`config.mk`:
```
export PLATFORM = sky130hd
export DESIGN_NAME = vga_board_writer_flat
export DESIGN_NICKNAME = d
export VERILOG_FILES = /design/src/rtl/vga_board_writer_if.sv /design/src/rtl/vga_board_writer.sv /design/src/flat_wrapper.sv
export SDC_FILE = /design/constraint.sdc
export NUM_CORES = 1
export LEC_CHECK = 0
export CORE_ASPECT_RATIO = 1.2
export CORE_MARGIN = 10
export CORE_UTILIZATION = 46
export CTS_CLUSTER_SIZE = 20
export DETAILED_ROUTE_END_ITERATION = 7
export PLACE_DENSITY_LB_ADDON = 0.05
export SYNTH_ARGS = -nofsm -noshare
export SYNTH_HDL_FRONTEND = slang
export SYNTH_SLANG_ARGS = --single-unit
```
`constraint.sdc`:
```
create_clock -name clk -period 2.2 [get_ports clk]
set_input_delay 0.44 -clock clk [delete_from_list [all_inputs] [get_ports clk]]
set_output_delay 0.44 -clock clk [all_outputs]
set_load 0.02 [all_outputs]
```
`src/rtl/vga_board_writer_if.sv`:
```
// Request channel from game logic and RAM write port of the snake board writer.
interface vga_board_writer_if #(
  parameter int unsigned DW = 4,
  parameter int unsigned XW = 5,
  parameter int unsigned YW = 5
);
  logic          req_valid;
  logic          req_ready;
  logic [XW-1:0] req_x;
  logic [YW-1:0] req_y;
  logic [DW-1:0] req_data;

  logic             we;
  logic [XW+YW-1:0] waddr;
  logic [DW-1:0]    wdata;

  modport master (
    output req_valid, req_x, req_y, req_data,
    input  req_ready, we, waddr, wdata
  );

  modport slave (
    input  req_valid, req_x, req_y, req_data,
    output req_ready, we, waddr, wdata
  );
endinterface

```
`src/rtl/vga_board_writer.sv`:
```
// Write side of the snake board RAM: buffers cell updates in a 4-deep FIFO and
// commits them, or a full-board clear sweep, only while the display is in vblank.
module vga_board_writer #(
  parameter int unsigned    XBLOCKS    = 32,
  parameter int unsigned    YBLOCKS    = 24,
  parameter int unsigned    DW         = 4,
  parameter logic [DW-1:0]  CLEAR_DATA = '0
) (
  input  logic              clk,
  input  logic              reset,
  input  logic              vblank,
  input  logic              clear_req,
  vga_board_writer_if.slave bus,
  output logic              busy,
  output logic              range_err
);

  localparam int unsigned XW    = 5;
  localparam int unsigned YW    = 5;
  localparam int unsigned DEPTH = 4;
  localparam int unsigned PW    = 2;
  localparam int unsigned CW    = 3;

  typedef struct packed {
    logic [XW-1:0] x;
    logic [YW-1:0] y;
    logic [DW-1:0] data;
  } entry_t;

  typedef enum logic [1:0] {
    S_CLEAR = 2'd0,
    S_IDLE  = 2'd1,
    S_DRAIN = 2'd2
  } state_t;

  state_t        state, state_n;
  logic [XW-1:0] cx, cx_n;
  logic [YW-1:0] cy, cy_n;

  entry_t        fifo_mem [DEPTH];
  logic [PW-1:0] wr_ptr, rd_ptr;
  logic [CW-1:0] count;
  entry_t        head;

  logic             accept, in_range, push, pop;
  logic             we_n;
  logic [XW+YW-1:0] waddr_n;
  logic [DW-1:0]    wdata_n;

  // Request handshake and range filtering; out-of-range rows are dropped.
  assign bus.req_ready = (count < CW'(DEPTH));
  assign accept        = bus.req_valid & bus.req_ready;
  assign in_range      = (bus.req_y < YW'(YBLOCKS));
  assign push          = accept & in_range;
  assign head          = fifo_mem[rd_ptr];
  assign busy          = (state == S_CLEAR) || (count != '0);

  // State, sweep counters and the RAM write register.
  always_ff @(posedge clk or negedge reset) begin
    if (!reset) begin
      state     <= S_CLEAR;
      cx        <= '0;
      cy        <= '0;
      bus.we    <= 1'b0;
      bus.waddr <= '0;
      bus.wdata <= '0;
      range_err <= 1'b0;
    end else begin
      state     <= state_n;
      cx        <= cx_n;
      cy        <= cy_n;
      bus.we    <= we_n;
      bus.waddr <= waddr_n;
      bus.wdata <= wdata_n;
      range_err <= accept & ~in_range;
    end
  end

  // Next state, sweep advance and write selection; clear_req beats a pop.
  always_comb begin
    state_n = state;
    cx_n    = cx;
    cy_n    = cy;
    pop     = 1'b0;
    we_n    = 1'b0;
    waddr_n = bus.waddr;
    wdata_n = bus.wdata;
    unique case (state)
      S_CLEAR: begin
        if (vblank) begin
          we_n    = 1'b1;
          waddr_n = {cx, cy};
          wdata_n = CLEAR_DATA;
          if (cx == XW'(XBLOCKS - 1)) begin
            cx_n = '0;
            if (cy == YW'(YBLOCKS - 1)) begin
              cy_n    = '0;
              state_n = S_IDLE;
            end else begin
              cy_n = cy + YW'(1);
            end
          end else begin
            cx_n = cx + XW'(1);
          end
        end
      end
      S_IDLE: begin
        if (clear_req) begin
          state_n = S_CLEAR;
        end else if ((count != '0) && vblank) begin
          state_n = S_DRAIN;
        end
      end
      S_DRAIN: begin
        if (clear_req) begin
          state_n = S_CLEAR;
        end else if ((count == '0) || !vblank) begin
          state_n = S_IDLE;
        end else begin
          pop     = 1'b1;
          we_n    = 1'b1;
          waddr_n = {head.x, head.y};
          wdata_n = head.data;
        end
      end
      default: state_n = S_CLEAR;
    endcase
  end

  // FIFO pointers and occupancy; push and pop may coincide.
  always_ff @(posedge clk or negedge reset) begin
    if (!reset) begin
      wr_ptr <= '0;
      rd_ptr <= '0;
      count  <= '0;
    end else begin
      if (push) begin
        wr_ptr <= wr_ptr + PW'(1);
      end
      if (pop) begin
        rd_ptr <= rd_ptr + PW'(1);
      end
      if (push && !pop) begin
        count <= count + CW'(1);
      end else if (pop && !push) begin
        count <= count - CW'(1);
      end
    end
  end

  // FIFO storage; contents are don't-care until written.
  always_ff @(posedge clk) begin
    if (push) begin
      fifo_mem[wr_ptr] <= '{x: bus.req_x, y: bus.req_y, data: bus.req_data};
    end
  end

endmodule

```
`src/flat_wrapper.sv`:
```
// flat-port wrapper written by rule: the top's interface ports become plain ports
module vga_board_writer_flat 
#(
  parameter int unsigned    XBLOCKS    = 32,
  parameter int unsigned    YBLOCKS    = 24,
  parameter int unsigned    DW         = 4,
  parameter logic [DW-1:0]  CLEAR_DATA = '0
)
  (clk, reset, vblank, clear_req, busy, range_err, bus_req_valid, bus_req_x, bus_req_y, bus_req_data, bus_req_ready, bus_we, bus_waddr, bus_wdata);
  vga_board_writer_if #(.DW(DW)) bus_i ();
  input  logic clk;
  input  logic reset;
  input  logic vblank;
  input  logic clear_req;
  output logic busy;
  output logic range_err;
  input wire logic [$bits(bus_i.req_valid)-1:0] bus_req_valid;
  input wire logic [$bits(bus_i.req_x)-1:0] bus_req_x;
  input wire logic [$bits(bus_i.req_y)-1:0] bus_req_y;
  input wire logic [$bits(bus_i.req_data)-1:0] bus_req_data;
  output wire logic [$bits(bus_i.req_ready)-1:0] bus_req_ready;
  output wire logic [$bits(bus_i.we)-1:0] bus_we;
  output wire logic [$bits(bus_i.waddr)-1:0] bus_waddr;
  output wire logic [$bits(bus_i.wdata)-1:0] bus_wdata;
  assign bus_i.req_valid = bus_req_valid;
  assign bus_i.req_x = bus_req_x;
  assign bus_i.req_y = bus_req_y;
  assign bus_i.req_data = bus_req_data;
  assign bus_req_ready = bus_i.req_ready;
  assign bus_we = bus_i.we;
  assign bus_waddr = bus_i.waddr;
  assign bus_wdata = bus_i.wdata;
  vga_board_writer #(.XBLOCKS(XBLOCKS), .YBLOCKS(YBLOCKS), .DW(DW), .CLEAR_DATA(CLEAR_DATA)) u_core (.clk(clk), .reset(reset), .vblank(vblank), .clear_req(clear_req), .bus(bus_i), .busy(busy), .range_err(range_err));
endmodule
```
==> impl_metrics.env <==
export IMPL_setup_violations=0
export IMPL_row_count=36
export IMPL_setup_tns_ns=0
export IMPL_clockBufferDepth=2
export IMPL_tightest_slew_ns=0.808
export IMPL_yosysTopAreaCellShare_pct=43.7
export IMPL_cts_sinks=91
export IMPL_placedCellCount=410
export IMPL_rsz0062_at_grt="false"
export IMPL_gp_routability_congestion=0.766
export IMPL_fin_area_um2=4660
export IMPL_final_cells=426
export IMPL_synth_seq_area_share_pct=66.4
export IMPL_cp_data_arrival_time_ns=2.26
export IMPL_synth_edff_count=56
export IMPL_period_share_pct=90.3
export IMPL_final_max_slew_violation_count=0
export IMPL_crit_path_end_kind="register"
export IMPL_ys_types=41
export IMPL_final_util_pct=57.2
export IMPL_critPathKind="reg -> reg"
export IMPL_initial_core_util_pct=47.2
export IMPL_maxCapViolCount=0
export IMPL_leakage_nw=1.71
export IMPL_antenna_found_initial=0
export IMPL_setup_ws_ns=0.214
export IMPL_pre_cts_ws_ns=-0.0861
export IMPL_synth_nets=278
export IMPL_slew_headroom_pct=46.1
export IMPL_drt_iter0_markers=105
export IMPL_cp_start_kind="register"
export IMPL_grt_pass1_vias=2324
export IMPL_syn2layout_area_growth_pct=21.2
export IMPL_via_count=2233
export IMPL_htree_levels=3
export IMPL_routed_wl_um=7450
export IMPL_yosysTopAreaCell="edfxtp_1"
export IMPL_numPortBuffers=36
export IMPL_via_per_inst=5.24
export IMPL_required_ns=2.47
export IMPL_cts_clk_slew_worst_paths_ns=0.08
export IMPL_syn_area_um2=3850
export IMPL_clk_latency_ns=0.34
export IMPL_ys_ff_latch=91
export IMPL_synth_area_top_cells="edfxtp_1 44%, dfrtp_1 23%, mux2_2 8.2%"
export IMPL_cts_tree="yes"
export IMPL_ys_flop_type="edfxtp_1"
export IMPL_syn_inst=250
export IMPL_post_dp_cell_area_um2=4490
export IMPL_grt_pass1_wl_um=12400
export IMPL_holdWs_ns=0.181
export IMPL_fin_total_pwr_mw=4.09
export IMPL_root_buffer="clkbuf_8"
export IMPL_wire_per_inst_um=17.5
export IMPL_die_h_um=120
export IMPL_fin_crit_ns=1.99
export IMPL_cts_made_buffers=9
export IMPL_ys_async_sr_fraction_pct=38.5
export IMPL_final_common_cell="edfxtp_1"
export IMPL_min_path_type="in -> async"
export IMPL_die_area_um2=12400
export IMPL_fin_nets=335
export IMPL_n_antenna_cell=0
export IMPL_grt_usage_pct=12.5
export IMPL_final_cell_mix="56 x edfxtp_1, 35 x dfrtp_1, 34 x clkdlybuf4s50_1, 28 x mux2_2, 18 x buf_4"
export IMPL_avgSynthCellArea_um2=15.4
export IMPL_yosys_warnings=0
export IMPL_status="finished, final reports clean"
export IMPL_overflow=0
export IMPL_power_density_nw_per_um2=877
export IMPL_ir_drop_uv=466
export IMPL_grt_start_max_net_pins=36
export IMPL_ant_nets=0
export IMPL_core_area_um2=8150
export IMPL_max_freq_ghz=0.503
export IMPL_skew_ns=0.00400
export IMPL_hold_viol_final=0
export IMPL_holdBufCountCts=0
export IMPL_cp_max_fo=4
export IMPL_io_pins=37
export IMPL_die_w_um=104
export IMPL_hpwl_um=5150
export IMPL_drc=0
export IMPL_dr_pass1_iters=4
export IMPL_drive_above_1_share_pct=22.8
## cells in the mapped netlist, types with 6 or more instances
master,n
xnor2_1,6
o21ai_0,7
dfrtp_1,35
mux2_2,28
nand2_1,17
nand2b_1,7
a31oi_1,10
ha_1,8
a211oi_1,10
a22oi_1,10
edfxtp_1,56
## report_power, final
group	switching (mW)	internal (mW)	total, mW
registers	0.162	2.07	2.23
clock network	0.524	0.518	1.04
logic	0.397	0.422	0.819
total	1.08	3.01	4.09
## state kept, by name, summed over array words and instances (netlist names)
signal,count
u_core.bus.we,1
u_core.fifo_mem,56
u_core.state,2
u_core.cx,5
u_core.count,3
u_core.wr_ptr,2
u_core.cy,5
u_core.bus.waddr,10
u_core.range_err,1
u_core.rd_ptr,2
u_core.bus.wdata,4
## worst max-delay path, stage by stage (launching register included)
cell,delay (ns)
dfrtp_1,0.45
o31a_1,0.31
nand2_1,0.11
ha_1,0.17
inv_1,0.06
fa_1,0.43
xor2_1,0.15
nor2_1,0.11
xnor2_1,0.12
## final timing paths
path | startpoint | end | slack [ns] | cells past startpoint
worst max-delay path | u_core.count[0] | u_core.count[2] | 0.21 | 8
worst min-delay path | reset | u_core.cx[0] | 0.18 | 1
worst max register to register | u_core.count[0] | u_core.count[2] | 0.21 | 8
worst min register to register | u_core.bus.wdata[0] | u_core.bus.wdata[0] | 0.51 | 1
max in group asynchronous | reset | u_core.wr_ptr[1] | 1.50 | 1
min in group clk | u_core.bus.wdata[0] | u_core.bus.wdata[0] | 0.51 | 1
## routing by layer
metal	track usage, %	wire [um]	vias up
li1	-	-	1064
met1	16.8	3610	1133
met2	18.9	3540	31
met3	3.24	243	5
met4	4.77	56	0
met5	0	0	-
## kinds of logic after synthesis
logic type	after synthesis	share of synthesized area (%)
AOI/OAI and AO/OA	45	8.13
xor gates and xnor gates	7	1.59
muxes	33	10.8
DFF	91	66.4
buffers and inverters	16	2.31
and+or+nand+nor	49	7.61
adders and majority gates	9	3.12
## final cells by class
cell class	count	area, um2
clock buffer	12	135
tap	114	143
inverter	4	15.0
multi-input combinational	143	1200
fill	682	3490
timing repair buffer	58	569
clock inverter	4	42.5
sequential	91	2560
## what timing repair did
action,in CTS,in global routing
gates resized for setup,1,0
buffers inserted,0,0
setup endpoints to repair,1,0
Note: power is estimated with default switching activity, not from simulation.
